<file path="config.mk">
export PLATFORM = sky130hd
export DESIGN_NAME = complex_divider
export DESIGN_NICKNAME = d
export VERILOG_FILES = /design/src/rtl/complex_pkg.sv /design/src/rtl/serial_udivider.sv /design/src/rtl/complex_divider.sv
export SDC_FILE = /design/constraint.sdc
export NUM_CORES = 2
export LEC_CHECK = 0
export ABC_AREA = 1
export BUFFER_PORTS_ARGS = -buffer_cell sky130_fd_sc_hd__buf_2
export CAP_MARGIN = 25
export CORE_AREA = 2 2 214 216
export DETAILED_ROUTE_END_ITERATION = 10
export DIE_AREA = 0 0 216 218
export PLACE_DENSITY = 0.82
export SYNTH_ARGS = -nofsm -noshare
export SYNTH_HDL_FRONTEND = slang
export SYNTH_HIERARCHICAL = 1
export SYNTH_SLANG_ARGS = --single-unit
</file>
<file path="constraint.sdc">
create_clock -name Clk -period 8.79 [get_ports Clk]
set_input_delay 0.879 -clock Clk [delete_from_list [all_inputs] [get_ports Clk]]
set_output_delay 0.879 -clock Clk [all_outputs]
set_load 0.02 [all_outputs]
</file>
<file path="src/rtl/complex_pkg.sv">
// Shared complex-number types and helpers for the multiplier/divider datapath.
// Operand words are {re, im} with signed 8-bit components.
package complex_pkg;

    localparam int COMPONENT_W = 8;
    localparam int OUT_W       = 16;

    typedef enum logic [1:0] {
        IDLE,
        SETUP,
        DIVIDE,
        DONE
    } state_t;

    typedef struct packed {
        logic signed [COMPONENT_W-1:0] re;
        logic signed [COMPONENT_W-1:0] im;
    } cpx_t;

    function automatic cpx_t unpack_cpx(input logic [2*COMPONENT_W-1:0] word);
        return cpx_t'(word);
    endfunction

    function automatic logic [2*COMPONENT_W-1:0] pack_cpx(input cpx_t value);
        return {value.re, value.im};
    endfunction

    function automatic logic [2*OUT_W-1:0] pack_quot(input logic [OUT_W-1:0] re,
                                                     input logic [OUT_W-1:0] im);
        return {re, im};
    endfunction

endpackage

</file>
<file path="src/rtl/serial_udivider.sv">
// Unsigned restoring divider, one quotient bit per cycle; the start cycle already resolves the MSB.
// done rises DIVIDEND_W edges after start (start edge included) and holds until the next start.
module serial_udivider #(
    parameter int DIVIDEND_W = 24,
    parameter int DIVISOR_W  = 16
) (
    input  logic                  Clk,
    input  logic                  Reset,
    input  logic                  start,
    input  logic [DIVIDEND_W-1:0] dividend,
    input  logic [DIVISOR_W-1:0]  divisor,
    output logic [DIVIDEND_W-1:0] quotient,
    output logic                  done
);

    localparam int CNT_W = $clog2(DIVIDEND_W + 1);

    logic [DIVISOR_W-1:0]  r_rem;
    logic [DIVISOR_W-1:0]  r_div;
    logic [DIVIDEND_W-1:0] r_work;
    logic [CNT_W-1:0]      r_cnt;
    logic                  r_busy;
    logic                  r_done;

    logic [DIVISOR_W-1:0]  w_rem_in;
    logic [DIVISOR_W-1:0]  w_div_in;
    logic [DIVIDEND_W-1:0] w_work_in;
    logic [DIVISOR_W:0]    w_shift;
    logic [DIVISOR_W:0]    w_trial;
    logic                  w_qbit;
    logic [DIVISOR_W-1:0]  w_rem_nxt;

    // r_work shifts dividend bits out of the top while quotient bits enter at the bottom.
    always_comb begin
        w_rem_in  = start ? '0 : r_rem;
        w_work_in = start ? dividend : r_work;
        w_div_in  = start ? divisor : r_div;
        w_shift   = {w_rem_in, w_work_in[DIVIDEND_W-1]};
        w_trial   = w_shift - {1'b0, w_div_in};
        w_qbit    = ~w_trial[DIVISOR_W];
        w_rem_nxt = w_qbit ? w_trial[DIVISOR_W-1:0] : w_shift[DIVISOR_W-1:0];
    end

    always_ff @(posedge Clk) begin
        if (Reset) begin
            r_rem  <= '0;
            r_div  <= '0;
            r_work <= '0;
            r_cnt  <= '0;
            r_busy <= 1'b0;
            r_done <= 1'b0;
        end else if (start || r_busy) begin
            r_rem  <= w_rem_nxt;
            r_div  <= w_div_in;
            r_work <= {w_work_in[DIVIDEND_W-2:0], w_qbit};
            if (start) begin
                r_cnt  <= CNT_W'(DIVIDEND_W - 1);
                r_busy <= 1'b1;
                r_done <= 1'b0;
            end else begin
                r_cnt <= r_cnt - 1'b1;
                if (r_cnt == CNT_W'(1)) begin
                    r_busy <= 1'b0;
                    r_done <= 1'b1;
                end
            end
        end
    end

    assign quotient = r_work;
    assign done     = r_done;

endmodule

</file>
<file path="src/rtl/complex_divider.sv">
// Sequential complex divider Q = N / D with sign-magnitude restoring division and saturation.
// OutValid rises NITER+2 edges from the accepting edge (2 when D == 0) and holds until OutReady.
module complex_divider
    import complex_pkg::*;
#(
    parameter int FRAC_BITS = 8,
    parameter int OUT_W     = complex_pkg::OUT_W
) (
    input  logic                     Clk,
    input  logic                     Reset,
    input  logic                     InValid,
    output logic                     InReady,
    input  logic [2*COMPONENT_W-1:0] InputDividend,
    input  logic [2*COMPONENT_W-1:0] InputDivisor,
    output logic                     OutValid,
    input  logic                     OutReady,
    output logic [2*OUT_W-1:0]       QuotientResult,
    output logic                     DivByZero,
    output logic                     Overflow
);

    localparam int NITER = 16 + FRAC_BITS;
    localparam int MAG_W = 2 * COMPONENT_W;
    localparam logic [NITER-1:0] POS_LIM = NITER'((1 << (OUT_W - 1)) - 1);
    localparam logic [NITER-1:0] NEG_LIM = NITER'(1 << (OUT_W - 1));

    state_t             r_state;
    state_t             w_next_state;
    cpx_t               r_num;
    cpx_t               r_den;
    logic [2*OUT_W-1:0] r_quot;
    logic               r_dbz;
    logic               r_ovf;

    logic signed [COMPONENT_W-1:0] w_a, w_b, w_c, w_d;
    logic signed [MAG_W-1:0]       w_ac, w_bd, w_bc, w_ad, w_cc, w_dd;
    logic signed [MAG_W:0]         w_re_num, w_im_num;
    logic [MAG_W-1:0]              w_den, w_re_mag, w_im_mag;
    logic                          w_den_zero, w_accept, w_start;
    logic                          w_re_done, w_im_done, w_div_done;
    logic [NITER-1:0]              w_re_q, w_im_q;
    logic [OUT_W:0]                w_re_sat, w_im_sat;

    function automatic logic [MAG_W-1:0] magnitude(input logic [MAG_W:0] v);
        return v[MAG_W] ? (~v[MAG_W-1:0] + 1'b1) : v[MAG_W-1:0];
    endfunction

    // Returns {saturated, value}; the negative range reaches one step further than the positive.
    function automatic logic [OUT_W:0] saturate(input logic neg, input logic [NITER-1:0] mag);
        logic [OUT_W-1:0] lo;
        lo = mag[OUT_W-1:0];
        if (!neg && mag > POS_LIM) return {1'b1, 1'b0, {(OUT_W-1){1'b1}}};
        if (neg && mag > NEG_LIM)  return {1'b1, 1'b1, {(OUT_W-1){1'b0}}};
        return {1'b0, neg ? (~lo + 1'b1) : lo};
    endfunction

    assign w_a = r_num.re;
    assign w_b = r_num.im;
    assign w_c = r_den.re;
    assign w_d = r_den.im;

    // N * conj(D) / |D|^2
    assign w_ac       = w_a * w_c;
    assign w_bd       = w_b * w_d;
    assign w_bc       = w_b * w_c;
    assign w_ad       = w_a * w_d;
    assign w_cc       = w_c * w_c;
    assign w_dd       = w_d * w_d;
    assign w_re_num   = {w_ac[MAG_W-1], w_ac} + {w_bd[MAG_W-1], w_bd};
    assign w_im_num   = {w_bc[MAG_W-1], w_bc} - {w_ad[MAG_W-1], w_ad};
    assign w_den      = $unsigned(w_cc) + $unsigned(w_dd);
    assign w_den_zero = (w_den == '0);
    assign w_re_mag   = magnitude(w_re_num);
    assign w_im_mag   = magnitude(w_im_num);
    assign w_div_done = w_re_done & w_im_done;
    assign w_re_sat   = saturate(w_re_num[MAG_W], w_re_q);
    assign w_im_sat   = saturate(w_im_num[MAG_W], w_im_q);

    serial_udivider #(
        .DIVIDEND_W(NITER),
        .DIVISOR_W (MAG_W)
    ) u_re_div (
        .Clk     (Clk),
        .Reset   (Reset),
        .start   (w_start),
        .dividend({w_re_mag, {FRAC_BITS{1'b0}}}),
        .divisor (w_den),
        .quotient(w_re_q),
        .done    (w_re_done)
    );

    serial_udivider #(
        .DIVIDEND_W(NITER),
        .DIVISOR_W (MAG_W)
    ) u_im_div (
        .Clk     (Clk),
        .Reset   (Reset),
        .start   (w_start),
        .dividend({w_im_mag, {FRAC_BITS{1'b0}}}),
        .divisor (w_den),
        .quotient(w_im_q),
        .done    (w_im_done)
    );

    always_ff @(posedge Clk) begin
        if (Reset) r_state <= IDLE;
        else       r_state <= w_next_state;
    end

    always_comb begin
        w_next_state = r_state;
        case (r_state)
            IDLE:    if (InValid)    w_next_state = SETUP;
            SETUP:   w_next_state = w_den_zero ? DONE : DIVIDE;
            DIVIDE:  if (w_div_done) w_next_state = DONE;
            DONE:    if (OutReady)   w_next_state = IDLE;
            default: w_next_state = IDLE;
        endcase
    end

    always_comb begin
        InReady  = (r_state == IDLE);
        OutValid = (r_state == DONE);
        w_accept = InReady && InValid;
        w_start  = (r_state == SETUP) && !w_den_zero;
    end

    // Operands stay registered for the whole operation so signs remain valid at the final edge.
    always_ff @(posedge Clk) begin
        if (Reset) begin
            r_num  <= '0;
            r_den  <= '0;
            r_quot <= '0;
            r_dbz  <= 1'b0;
            r_ovf  <= 1'b0;
        end else begin
            if (w_accept) begin
                r_num <= unpack_cpx(InputDividend);
                r_den <= unpack_cpx(InputDivisor);
            end
            if (r_state == SETUP && w_den_zero) begin
                r_quot <= '0;
                r_dbz  <= 1'b1;
                r_ovf  <= 1'b0;
            end
            if (r_state == DIVIDE && w_div_done) begin
                r_quot <= pack_quot(w_re_sat[OUT_W-1:0], w_im_sat[OUT_W-1:0]);
                r_dbz  <= 1'b0;
                r_ovf  <= w_re_sat[OUT_W] | w_im_sat[OUT_W];
            end
        end
    end

    assign QuotientResult = r_quot;
    assign DivByZero      = r_dbz;
    assign Overflow       = r_ovf;

endmodule

</file>
==> impl_metrics.tcl <==
set metrics [dict create \
    status "finished, final reports clean" \
    crit_required_ns 9.17 \
    period_share_pct 93.7 \
    holdPathStages 2 \
    top_layer "met4" \
    tightestPinTransition_ns 0.923 \
    initial_utilization_pct 64.1 \
    dr_wl_met3_mm 4.46 \
    async_flop_share_pct 0 \
    ant_nets 0 \
    final.setup.tns_ns 0 \
    cp_slowest_stage_delay_ns 0.75 \
    dp.cells 4620 \
    cp_common_cell "nand2_1" \
    synth_seq_cells 194 \
    die-area_um2 47100 \
    firstDrtPassIters 8 \
    ys_seq_area_share_pct 13.5 \
    routedWlPerCell_um 14.3 \
    grt_max_degree 75 \
    root_buffer "clkbuf_16" \
    synth_top_flop_cell "dfxtp_1" \
    placed_cell_area_um2 29700 \
    syn_avg_cell_area_um2 7.13 \
    cap_violations 0 \
    hold_viol 0 \
    portBuffers 71 \
    grt_pass1_wl_mm 115 \
    routed_wl_mm 66.4 \
    start_kind "register" \
    r2r_end "u_im_div/r_rem[4]$_SDFFE_PP0P_" \
    syn_to_final_growth_pct 5.67 \
    ff2ff_path_depth 39 \
    antenna_found_initial 0 \
    syn_area_um2 28800 \
    hold_path.startpoint "DivByZero$_SDFFE_PP0P_" \
    critPathKind "register to register" \
    postSynthCellCount 4035 \
    met2_length_mm 31.9 \
    nFillCells 3783 \
    cts.sinks 194 \
    clock_latency_ns 0.49 \
    fin_hold_ws_ns 0.448 \
    ioPinCount 72 \
    num_rows 78 \
    drive_above_1_share_pct 6.31 \
    die_h_um 218 \
    final.min_clock_period_ns 8.24 \
    nets 4686 \
    cts_max_level 4 \
    r2r_setup_slack_ns 0.55 \
    hold_end "DivByZero$_SDFFE_PP0P_" \
    yosysWarnings 6 \
    cp_slowest_cell "fa_1" \
    clk_pin_slew_ns 0.07 \
    synth_cell_type_count 53 \
    drc 0 \
    met1_length_mm 28.3 \
    synth-edff-count 0 \
    die-width_um 216 \
    setup_violations 0 \
    tritoncts.num_buffers 17 \
    grt_pass1_vias 24300 \
    cp_max_fo 18 \
    fin_area_um2 30400 \
    slew_viol_final 0 \
    viasPerCell 5.19 \
    gp_congestion 0.935 \
    antennaDiodeCount 0 \
    stdcell_count 4660 \
    slew_headroom_pct 38.1 \
    rsz0062_at_grt "no" \
    coreArea_um2 44900 \
    fmax_mhz 121 \
    finalClockSkew_ns 0.0224 \
    cp.arrival_ns 8.62 \
    grt_overflow_total 0 \
    drt_iter0_drc 1821 \
    clock_path_buffers 2 \
    cts_tree "yes" \
    r2r-start "w_d[4]$_SDFFE_PP0P_" \
    vias 24200 \
    dp_hpwl_mm 53.7 \
    track_usage_pct 30.0 \
    crit_path_end_kind "register" \
    hold_path_class "register to register" \
]
==> worst max-delay path: cells and delay by family, from the launching register on <==
family / cells / cell delay, ns
buffers and inverters: 8 / 1.06
adder cells (fa/ha/maj): 9 / 4.02
AND/OR/NAND/NOR: 21 / 2.29
AO/OA/AOI/OAI: 1 / 0.10
flip-flops: 1 / 0.70
==> metal layers <==
layer	up-vias	global-route usage (%)
li1	11900	-
met2	728	51.4
met5	-	0
met1	11400	39.2
met3	139	4.66
met4	0	9.13
==> per-stage QoR <==
| step | setup WS [ns] | utilization (%) |
|---|---|---|
| floorplan | 1.07 | - |
| CTS | 0.430 | 67.5 |
| detailed placement | 0.454 | 66.2 |
| finish | 0.554 | 67.7 |
| global route | 0.00152 | 67.7 |
| global placement | 0.600 | 66.2 |
==> logic make-up (layout without fill, tap and decap cells) <==
| family | Yosys count | after routing | synth area share (%) |
|---|---|---|---|
| other | 1 | 16 | 0.0130 |
| XOR/XNOR | 101 | 101 | 3.07 |
| multiplexers | 32 | 32 | 1.11 |
| AO/OA/AOI/OAI | 286 | 286 | 5.89 |
| AND/OR/NAND/NOR | 1624 | 1624 | 23.9 |
| buffers and inverters | 1194 | 1204 | 16.0 |
| adder cells (fa/ha/maj) | 603 | 603 | 36.6 |
| flip-flops | 194 | 194 | 13.5 |
==> cell type report <==
cell class	instances	area [um^2]	share of cell area (%)
clock inverter	14	188	0.617
sequential	194	3890	12.8
multi-input combinational	2662	20400	67.1
clock buffer	18	429	1.41
timing repair buffer	131	846	2.78
tap	600	751	2.47
inverter	1041	3920	12.9
==> worst max path at each step <==
stage / end / depth (start not counted) / startpoint / slack (ns)
final: u_im_div/r_rem[4]$_SDFFE_PP0P_ / 39 / w_d[4]$_SDFFE_PP0P_ / 0.55
after global routing: u_im_div/r_rem[10]$_SDFFE_PP0P_ / 43 / w_c[7]$_SDFFE_PP0P_ / 0.002
after CTS: u_im_div/r_rem[4]$_SDFFE_PP0P_ / 42 / w_c[7]$_SDFFE_PP0P_ / 0.43
after detailed placement: u_im_div/r_rem[10]$_SDFFE_PP0P_ / 42 / w_c[7]$_SDFFE_PP0P_ / 0.45
after global placement: u_re_div/r_rem[14]$_SDFFE_PP0P_ / 37 / w_c[3]$_SDFFE_PP0P_ / 0.60
after floorplan: u_re_div/r_rem[13]$_SDFFE_PP0P_ / 43 / w_c[4]$_SDFFE_PP0P_ / 1.07
==> cells in the final DEF, fill, tap and decap left out, types with 16 or more instances in the layout <==
cell          n
o21ai_0      60
buf_4        58
buf_2        70
o221ai_1     22
dfxtp_1     190
mux2i_1      31
nor2_1      247
a21oi_1     142
nand2_2      21
conb_1       16
clkbuf_16    17
ha_1        206
nand4_1      29
nand2_1    1009
nor3_1       16
xor2_1       74
nand3_1     230
inv_1      1030
fa_1        396
xnor2_1      26
==> sequential cells by signal (all words and copies together) (netlist names), 2 cells and up <==
name,flops
QuotientResult,32
r_state,2
u_im_div/quotient,24
u_im_div/r_cnt,5
u_im_div/r_div,16
u_im_div/r_rem,16
u_re_div/quotient,24
u_re_div/r_cnt,5
u_re_div/r_div,16
u_re_div/r_rem,16
w_a,8
w_b,8
w_c,8
w_d,8
==> cells in the mapped netlist (15+ instances only) <==
| cell type | count | share of area, % |
|---|---|---|
| inv_1 | 1031 | 13 |
| nand2_1 | 1009 | 13 |
| fa_1 | 397 | 28 |
| nor2_1 | 247 | 3.2 |
| nand3_1 | 230 | 4.0 |
| ha_1 | 206 | 9.0 |
| dfxtp_1 | 194 | 13 |
| a21oi_1 | 142 | 2.5 |
| clkbuf_1 | 108 | 1.4 |
| xor2_1 | 75 | 2.3 |
| o21ai_0 | 60 | 1.0 |
| mux2i_1 | 32 | 1.1 |
| nand4_1 | 29 | 0.63 |
| xnor2_1 | 26 | 0.79 |
| buf_2 | 23 | 0.40 |
| o221ai_1 | 22 | 0.67 |
| nand2_2 | 21 | 0.46 |
| nor3_1 | 17 | 0.30 |
| a211oi_1 | 15 | 0.39 |
| nand3b_1 | 15 | 0.39 |
==> timing repair <==
| item | 4_1_cts | 5_1_grt |
|---|---|---|
| endpoints found under the hold margin | 0 | 0 |
| hold buffers | 0 | 0 |
| endpoints found under the setup margin | 0 | 29 |
| gates resized for setup | 0 | 9 |
| setup buffers | 0 | 8 |
Power is not shown: default switching activity piles up to over one toggle a cycle in this logic, so the estimate is an artifact.
